### config.mk
export PLATFORM = sky130hd
export DESIGN_NAME = cluster_apu_arbiter
export DESIGN_NICKNAME = d
export VERILOG_FILES = /design/src/rtl/cluster_apu_arbiter.sv
export SDC_FILE = /design/constraint.sdc
export NUM_CORES = 1
export LEC_CHECK = 0
export CAP_MARGIN = 10
export CORE_AREA = 10 10 288 290
export DETAILED_ROUTE_END_ITERATION = 16
export DIE_AREA = 0 0 298 300
export HOLD_SLACK_MARGIN = 0.06
export PLACE_DENSITY = 0.48
export SETUP_SLACK_MARGIN = 0.1
export SYNTH_ARGS = -nofsm -noshare
export SYNTH_HDL_FRONTEND = slang
export SYNTH_SLANG_ARGS = --single-unit
### constraint.sdc
create_clock -name clk_i -period 6.3 [get_ports clk_i]
set_clock_uncertainty 0.2 [all_clocks]
set_input_delay 1.26 -clock clk_i [delete_from_list [all_inputs] [get_ports clk_i]]
set_output_delay 1.26 -clock clk_i [all_outputs]
set_load 0.05 [all_outputs]
### src/rtl/cluster_apu_arbiter.sv
// Shares one cluster APU/FPU between NB_CORES cores: round-robin request
// arbitration with a sticky lock while the FPU stalls, and an in-order tag
// FIFO that routes every FPU response back to the core that issued it.
module cluster_apu_arbiter #(
    parameter int unsigned NB_CORES         = 8,
    parameter int unsigned WAPUTYPE         = 3,
    parameter int unsigned APU_NARGS_CPU    = 2,
    parameter int unsigned APU_WOP_CPU      = 1,
    parameter int unsigned APU_NDSFLAGS_CPU = 3,
    parameter int unsigned APU_NUSFLAGS_CPU = 5,
    parameter int unsigned TAG_DEPTH        = 4
) (
    input  logic                                     clk_i,
    input  logic                                     rst_i,
    // core side
    input  logic [NB_CORES-1:0]                      core_req_i,
    output logic [NB_CORES-1:0]                      core_gnt_o,
    input  logic [NB_CORES*WAPUTYPE-1:0]             core_type_i,
    input  logic [NB_CORES*APU_NARGS_CPU*32-1:0]     core_operands_i,
    input  logic [NB_CORES*APU_WOP_CPU-1:0]          core_op_i,
    input  logic [NB_CORES*APU_NDSFLAGS_CPU-1:0]     core_flags_i,
    input  logic [NB_CORES-1:0]                      core_ready_i,
    output logic [NB_CORES-1:0]                      core_valid_o,
    output logic [31:0]                              core_result_o,
    output logic [APU_NUSFLAGS_CPU-1:0]              core_flags_o,
    // FPU side
    output logic                                     fpu_req_o,
    input  logic                                     fpu_gnt_i,
    output logic [WAPUTYPE-1:0]                      fpu_type_o,
    output logic [APU_NARGS_CPU*32-1:0]              fpu_operands_o,
    output logic [APU_WOP_CPU-1:0]                   fpu_op_o,
    output logic [APU_NDSFLAGS_CPU-1:0]              fpu_flags_o,
    output logic                                     fpu_ready_o,
    input  logic                                     fpu_valid_i,
    input  logic [31:0]                              fpu_result_i,
    input  logic [APU_NUSFLAGS_CPU-1:0]              fpu_flags_i,
    // status
    output logic                                     busy_o,
    output logic                                     err_o
);

    localparam int unsigned IdW  = $clog2(NB_CORES);
    localparam int unsigned PtrW = $clog2(TAG_DEPTH);
    localparam int unsigned CntW = $clog2(TAG_DEPTH + 1);
    localparam int unsigned OpsW = APU_NARGS_CPU * 32;

    logic [IdW-1:0]  r_rr;
    logic            r_lock;
    logic [IdW-1:0]  r_lock_id;
    logic [IdW-1:0]  r_fifo [TAG_DEPTH];
    logic [PtrW-1:0] r_wptr;
    logic [PtrW-1:0] r_rptr;
    logic [CntW-1:0] r_count;
    logic            r_err;

    logic            w_full;
    logic            w_empty;
    logic            w_lock_hold;
    logic [IdW-1:0]  w_idx;
    logic [IdW-1:0]  w_rr_winner;
    logic            w_found;
    logic [IdW-1:0]  w_winner;
    logic            w_issue;
    logic            w_pop;
    logic [IdW-1:0]  w_head;

    assign w_full  = (r_count == CntW'(TAG_DEPTH));
    assign w_empty = (r_count == '0);
    assign w_head  = r_fifo[r_rptr];

    // A lock only holds while the locked core keeps requesting; a dropped
    // request falls back to normal round-robin search.
    assign w_lock_hold = r_lock & core_req_i[r_lock_id];

    // Round-robin search: first requester at or above r_rr, wrapping.
    always_comb begin
        w_idx       = '0;
        w_rr_winner = '0;
        w_found     = 1'b0;
        for (int unsigned i = 0; i < NB_CORES; i++) begin
            w_idx = IdW'((32'(r_rr) + i) % NB_CORES);
            if (!w_found && core_req_i[w_idx]) begin
                w_rr_winner = w_idx;
                w_found     = 1'b1;
            end
        end
    end

    assign w_winner  = w_lock_hold ? r_lock_id : w_rr_winner;
    // Full suppresses requests even if a pop happens this cycle.
    assign fpu_req_o = (|core_req_i) & ~w_full;
    assign w_issue   = fpu_req_o & fpu_gnt_i;
    assign w_pop     = ~w_empty & fpu_valid_i & core_ready_i[w_head];

    // Request payload mux and grant decode; payload zeroed when idle.
    always_comb begin
        fpu_type_o     = '0;
        fpu_operands_o = '0;
        fpu_op_o       = '0;
        fpu_flags_o    = '0;
        core_gnt_o     = '0;
        if (fpu_req_o) begin
            fpu_type_o     = core_type_i[w_winner*WAPUTYPE +: WAPUTYPE];
            fpu_operands_o = core_operands_i[w_winner*OpsW +: OpsW];
            fpu_op_o       = core_op_i[w_winner*APU_WOP_CPU +: APU_WOP_CPU];
            fpu_flags_o    = core_flags_i[w_winner*APU_NDSFLAGS_CPU +: APU_NDSFLAGS_CPU];
        end
        if (w_issue) begin
            core_gnt_o[w_winner] = 1'b1;
        end
    end

    // Response routing to the FIFO head; with nothing outstanding the
    // response is swallowed.
    always_comb begin
        core_valid_o = '0;
        fpu_ready_o  = 1'b1;
        if (!w_empty) begin
            core_valid_o[w_head] = fpu_valid_i;
            fpu_ready_o          = core_ready_i[w_head];
        end
    end

    assign core_result_o = fpu_result_i;
    assign core_flags_o  = fpu_flags_i;
    assign busy_o        = ~w_empty;
    assign err_o         = r_err;

    // Round-robin pointer and winner lock.
    always_ff @(posedge clk_i or posedge rst_i) begin
        if (rst_i) begin
            r_rr      <= '0;
            r_lock    <= 1'b0;
            r_lock_id <= '0;
        end else if (w_issue) begin
            r_rr   <= (w_winner == IdW'(NB_CORES - 1)) ? '0 : w_winner + 1'b1;
            r_lock <= 1'b0;
        end else if (fpu_req_o) begin
            r_lock    <= 1'b1;
            r_lock_id <= w_winner;
        end else begin
            r_lock <= 1'b0;
        end
    end

    // Tag FIFO pointers and occupancy.
    always_ff @(posedge clk_i or posedge rst_i) begin
        if (rst_i) begin
            r_wptr  <= '0;
            r_rptr  <= '0;
            r_count <= '0;
        end else begin
            if (w_issue) begin
                r_wptr <= r_wptr + 1'b1;
            end
            if (w_pop) begin
                r_rptr <= r_rptr + 1'b1;
            end
            case ({w_issue, w_pop})
                2'b10:   r_count <= r_count + 1'b1;
                2'b01:   r_count <= r_count - 1'b1;
                default: r_count <= r_count;
            endcase
        end
    end

    // Tag FIFO storage; contents are qualified by the pointers.
    always_ff @(posedge clk_i) begin
        if (w_issue) begin
            r_fifo[r_wptr] <= w_winner;
        end
    end

    // Sticky error: response with nothing outstanding.
    always_ff @(posedge clk_i or posedge rst_i) begin
        if (rst_i) begin
            r_err <= 1'b0;
        end else if (w_empty && fpu_valid_i) begin
            r_err <= 1'b1;
        end
    end

endmodule

==> results of run 1 <==
[sequential cells by signal, summed over array words and instances (netlist names)]
name       cells
r_lock         1
r_rr           3
r_lock_id      3
err_o          1
r_count        3
r_fifo        12
r_wptr         2
r_rptr         2
[Yosys cell counts, drive strengths merged, types with 11 or more instances]
cell,count,area [um2]
o211ai,287,2170
o2111ai,286,2500
o211a,285,2850
o2bb2ai,284,2490
clkbuf,265,996
buf,135,958
nand4,71,444
nor2,25,93.8
mux2i,21,210
mux4,19,428
inv,16,60.1
nand2,16,60.1
dfrtp,15,375
edfxtp,12,360
nand3,11,55.1
[through the flow]
step	cell area, um2	std cells	utilization	setup TNS [ns]
3_3_place_gp	25000	3483	0.324	-11.26
2_1_floorplan	14900	1841	-	0
6_report	26700	3595	0.346	0
4_1_cts	26300	3553	0.341	0
5_1_grt	26700	3586	0.346	0
3_5_place_dp	25000	3483	0.324	-11.28
[final timing paths]
path,start,endpoint,slack [ns],cells after the start
min in group asynchronous,rst_i,err_o,1.19,2
worst min-delay path,err_o,err_o,0.29,1
worst max-delay path,core_req_i[6],fpu_operands_o[52],0.16,18
worst min register to register,err_o,err_o,0.29,1
worst max register to register,r_rr[0],r_rr[2],1.82,18
max in group asynchronous,rst_i,r_count[0],4.24,2
[critical path, cell delays in order]
cell and delay [ns]:
clkbuf_2 0.09, buf_6 0.13, mux4_2 0.52, nor2b_4 0.15, a22oi_2 0.12, buf_4 0.16, or4_4 0.51, buf_6 0.15
buf_6 0.11, o21ai_4 0.17, buf_12 0.17, buf_12 0.16, buf_12 0.14, buf_4 0.14, o2bb2ai_1 0.12, o211ai_1 0.16
nand4_1 0.21, buf_12 0.17
[final cells by class]
cell class	instances	area [um2]
clock inverter	1	7.51
clock buffer	3	75.1
timing repair buffer	1079	12200
tap	1040	1300
fill	7925	50400
inverter	17	71.3
sequential	27	736
antenna	31	77.6
multi-input combinational	1397	12200
[timing repair]
| action | 4_1_cts | 5_1_grt |
|---|---|---|
| pin swaps | 36 | 31 |
| gates resized for setup | 61 | 56 |
| gates cloned | 22 | 4 |
| setup endpoints to repair | 79 | 75 |
| buffers inserted | 44 | 8 |
[logic make-up after synthesis]
family | count (synthesis) | synth area share
AOI/OAI and AO/OA | 1179 | 0.695
DFF | 27 | 0.0495
and+or+nand+nor | 155 | 0.0590
buffers and inverters | 417 | 0.136
muxes | 44 | 0.0460
adders and majority gates | 8 | 0.00725
xor gates and xnor gates | 11 | 0.00775
[per-layer routing]
metal	part of all wire	wire, um	up-vias	GRT usage
met1	0.41	44900	10900	0.285
met3	0.092	10200	193	0.0644
met2	0.47	52300	1150	0.376
met4	0.027	2970	38	0.0635
li1	-	-	9506	-
met5	0.0023	257	-	0
==> reports/summary.txt, run 1 <==
Primary FF master, synth: dfrtp_1
maximum clock path buffer count: 2
Max-Cap Viols: 0
Synth cell types: 67
CTS Buf Count: 3
post-synthesis net count: 2,474
status: completed
most frequent cells in the layout: clkdlybuf4s50_1, o211ai_1, o2111ai_1
Req. time, crit path: 4.84 ns
syn avg cell area: 8.07 um2
WHS: 0.287 ns
antenna viol nets, final: 0
Setup WS pre-CTS: -0.290 ns
RSZ-0062 raised after global routing: no
vias per inst: 6.06
Setup crit end kind: output port
relative slew slack: 0.434
fin crit period: 6.14 ns
# IOs: 753
Final Setup Violations: 0
Die Wd: 298 um
Core ar.: 77,100 um2
vias: 21,800
initial antenna violation count: 46
Sink Count: 27
Final Hold Fails: 0
DIE AREA: 89,400 um2
drt first pass iters: 7
crit path DAT: 4.68 ns
CTS tree: yes
post-route setup slack: 0.163 ns
Port Buffers: 678
H-tree lvl count: 1
WL/cell: 30.7 um
Placer Congestion: 0.988
CP startpoint kind: input port
vias in the first global route: 21,500
CP max FO: 8
clock-pin slew on the worst setup and hold paths: 0.08 ns
first-pass GRT wire length: 157,000 um
Final Net Count: 3,158
starting DRC count in detailed routing: 2,239
mapped cell area: 14,900 um2
Clock Latency Late Sink: 0.28 ns
Tightest Pin Transition: 0.849 ns
final WL: 111,000 um
Starting Density: 0.193
Synth warnings: 0
Peak Freq: 163 MHz
row count: 102
hold buffers post-CTS: 0
final worst-path cycle share: 0.974
Seq cells post-synth: 27
asr flop ratio synth: 0.556
sequential area share after synthesis: 0.0495
DP Wirelength: 81,900 um
GRT overflow: 0
all-layer global routing usage: 0.227
number of synthesized flops with an enable pin: 12
Die H: 300 um
root buf cell: clkbuf_16
DRC: 0
layout cells sized above 1: 0.218
Post-Synthesis Cells: 1,841
Worst Hold Class: reg2reg
Area Overhead vs Synth: 79.8%
Crit Path Category: in2out
largest net degree at the start of global routing: 141
commonest non-fill, non-tap cell in the layout: clkdlybuf4s50_1
Final Max Tran Viols: 0
Power of run 1 is not shown: default switching activity piles up to over one toggle a cycle in this logic, so the estimate is an artifact.
==> run 2: changes to the inputs <==
--- a/config.mk
+++ b/config.mk
@@ -5,12 +5,13 @@
 export SDC_FILE = /design/constraint.sdc
 export NUM_CORES = 1
 export LEC_CHECK = 0
-export CAP_MARGIN = 10
-export CORE_AREA = 10 10 288 290
+export CAP_MARGIN = 20
+export CORE_AREA = 10 10 284 286
 export DETAILED_ROUTE_END_ITERATION = 16
-export DIE_AREA = 0 0 298 300
+export DIE_AREA = 0 0 294 296
+export DONT_BUFFER_PORTS = 1
 export HOLD_SLACK_MARGIN = 0.06
-export PLACE_DENSITY = 0.48
+export PLACE_DENSITY = 0.36
 export SETUP_SLACK_MARGIN = 0.1
 export SYNTH_ARGS = -nofsm -noshare
 export SYNTH_HDL_FRONTEND = slang
==> run 2 against run 1 <==
  * Critical path depth is 4 lower
  * Non-clock buffer count decreased by 880
  * Register-to-register slack improved by 0.39 ns
  * Core utilization fell by 13 points
  * Worst setup slack improved by 0.13 ns
  * Via count decreased by 18%
  * First-iteration DRC count down 0.85%
  * Cell count shrank 27%
  * Flip-flop and latch count stayed put
  * Maximum frequency increased by 2.1%
  * Highest routed layer unchanged
==> reports/summary.txt, run 2 (synthesized netlist as in run 1, its figures left out) <==
starting DRC count in detailed routing: 2,220
met1 Resource Use GR: 0.244
vias in the first global route: 17,100
Core ar.: 75,200 um2
RSZ-0062 raised after global routing: yes
hold wc startpoint: r_count[2]
Worst Hold Class: reg2reg
most frequent cells in the layout: o211ai_1, o2111ai_1, o211a_1
Placer Congestion: 0.894
TNS Setup: 0 ns
max incr delay on CP: 0.54 ns
met2 Usage GRT: 0.319
CP max FO: 78
layout cells sized above 1: 0.153
CTS tree: yes
Final Setup Violations: 0
vias: 17,900
CTS Buf Count: 3
Clock Latency Late Sink: 0.27 ns
fin crit period: 6.01 ns
DIE AREA: 87,000 um2
final worst-path cycle share: 0.954
WL/cell: 35.4 um
slowest cell on the critical path: ha_2
# IOs: 753
Max-Cap Viols: 0
all-layer global routing usage: 0.195
Biggest register: r_fifo
clock-pin slew on the worst setup and hold paths: 0.07 ns
Die Wd: 294 um
reg-to-reg startpoint: r_rr[1]
Port Buffers: 0
worst path cell trace: clkinv_1 > ha_2 > mux2i_1 > mux4_2 > a22oi_2 > a211oi_1 > nor4_2 > buf_12 > buf_12 > buf_4 > o2bb2ai_1 > o211ai_1 > nand4_1 > buf_4
first-pass GRT wire length: 130,000 um
CP startpoint kind: register
Peak Freq: 166 MHz
drt first pass iters: 6
relative slew slack: 0.334
root buf cell: clkbuf_16
Final Net Count: 2,279
Die H: 296 um
Final Max Tran Viols: 0
DRC: 0
GRT overflow: 0
grt peak-use layer: met2
hold buffers post-CTS: 0
final WL: 93,000 um
largest net degree at the start of global routing: 149
Setup crit end kind: output port
vias per inst: 6.83
DP Wirelength: 69,500 um
Tightest Pin Transition: 0.999 ns
met3 usage: 0.0626
status: completed
Req. time, crit path: 4.84 ns
antenna viol nets, final: 0
row count: 101
max reg flops: 12
Starting Density: 0.198
initial antenna violation count: 13
launch point of the worst path: r_rr[1]
H-tree lvl count: 1
Sink Count: 27
Area Overhead vs Synth: 11.0%
Crit Path Category: reg2out
crit path DAT: 4.55 ns
Final Hold Fails: 0
maximum clock path buffer count: 2
run 2: cell count changes in the layout (fill, tap and decap cells not counted), moves of 7 or more:
cell	delta
buf_16	-20
o2bb2ai_2	-7
clkdlybuf4s50_1	-591
buf_4	-134
o2bb2ai_1	+7
buf_6	-26
diode_2	-28
buf_12	-86
bufbuf_16	-9
run 2: metrics by stage:
step | instances | hold WS (ns) | utilization | setup slack (ns) | cell area (um2)
finish | 2626 | 0.311 | 0.219 | 0.289 | 16500
detailed placement | 2618 | 0.300 | 0.218 | 0.298 | 16400
global route | 2625 | 0.319 | 0.219 | 0.0951 | 16500
CTS | 2622 | 0.314 | 0.219 | 0.239 | 16500
floorplan | 1841 | 0.255 | - | 0.619 | 14900
global placement | 2618 | 0.295 | 0.218 | 0.319 | 16400
run 2: worst paths after layout:
check / to / slack, ns / cells after the start
min: r_count[2] / 0.31 / 1
max reg2reg: r_rr[2] / 2.21 / 13
min in group asynchronous: r_lock / 0.78 / 1
min reg2reg: r_count[2] / 0.31 / 1
max in group asynchronous: r_rptr[0] / 4.68 / 1
max: fpu_operands_o[26] / 0.29 / 14
run 2: metal layers:
metal,part of all wire,up-vias
met1,0.39,8944
met3,0.11,173
met4,0.026,22
met5,0.0016,-
li1,-,7693
met2,0.47,1098
run 2: what timing repair did:
| item | 4_1_cts | 5_1_grt |
|---|---|---|
| pin swaps | 0 | 1 |
| gates cloned | 0 | 1 |
| buffers inserted | 0 | 0 |
| setup endpoints to repair | 2 | 8 |
| resized for setup | 1 | 1 |
run 2: final cells by class:
type                            count  area (um2)
Timing Repair Buffer              199        2210
Antenna cell                        3        7.51
Clock buffer                        3        75.1
Tap cell                          978        1220
Fill cell                        8216       58700
Sequential cell                    27         736
Clock inverter                      1        7.51
Inverter                           17        68.8
Multi-Input combinational cell   1398       12200
run 2: worst max-delay path, delay by kind of cell (launching register included):
kind | cells | cell delay, ns
flops | 1 | 0.35
mux | 2 | 0.66
simple gates | 2 | 0.51
compound gates | 4 | 0.94
buf+inv | 5 | 1.16
fa+ha+maj | 1 | 0.54
Power of run 2 is left out for the same reason.
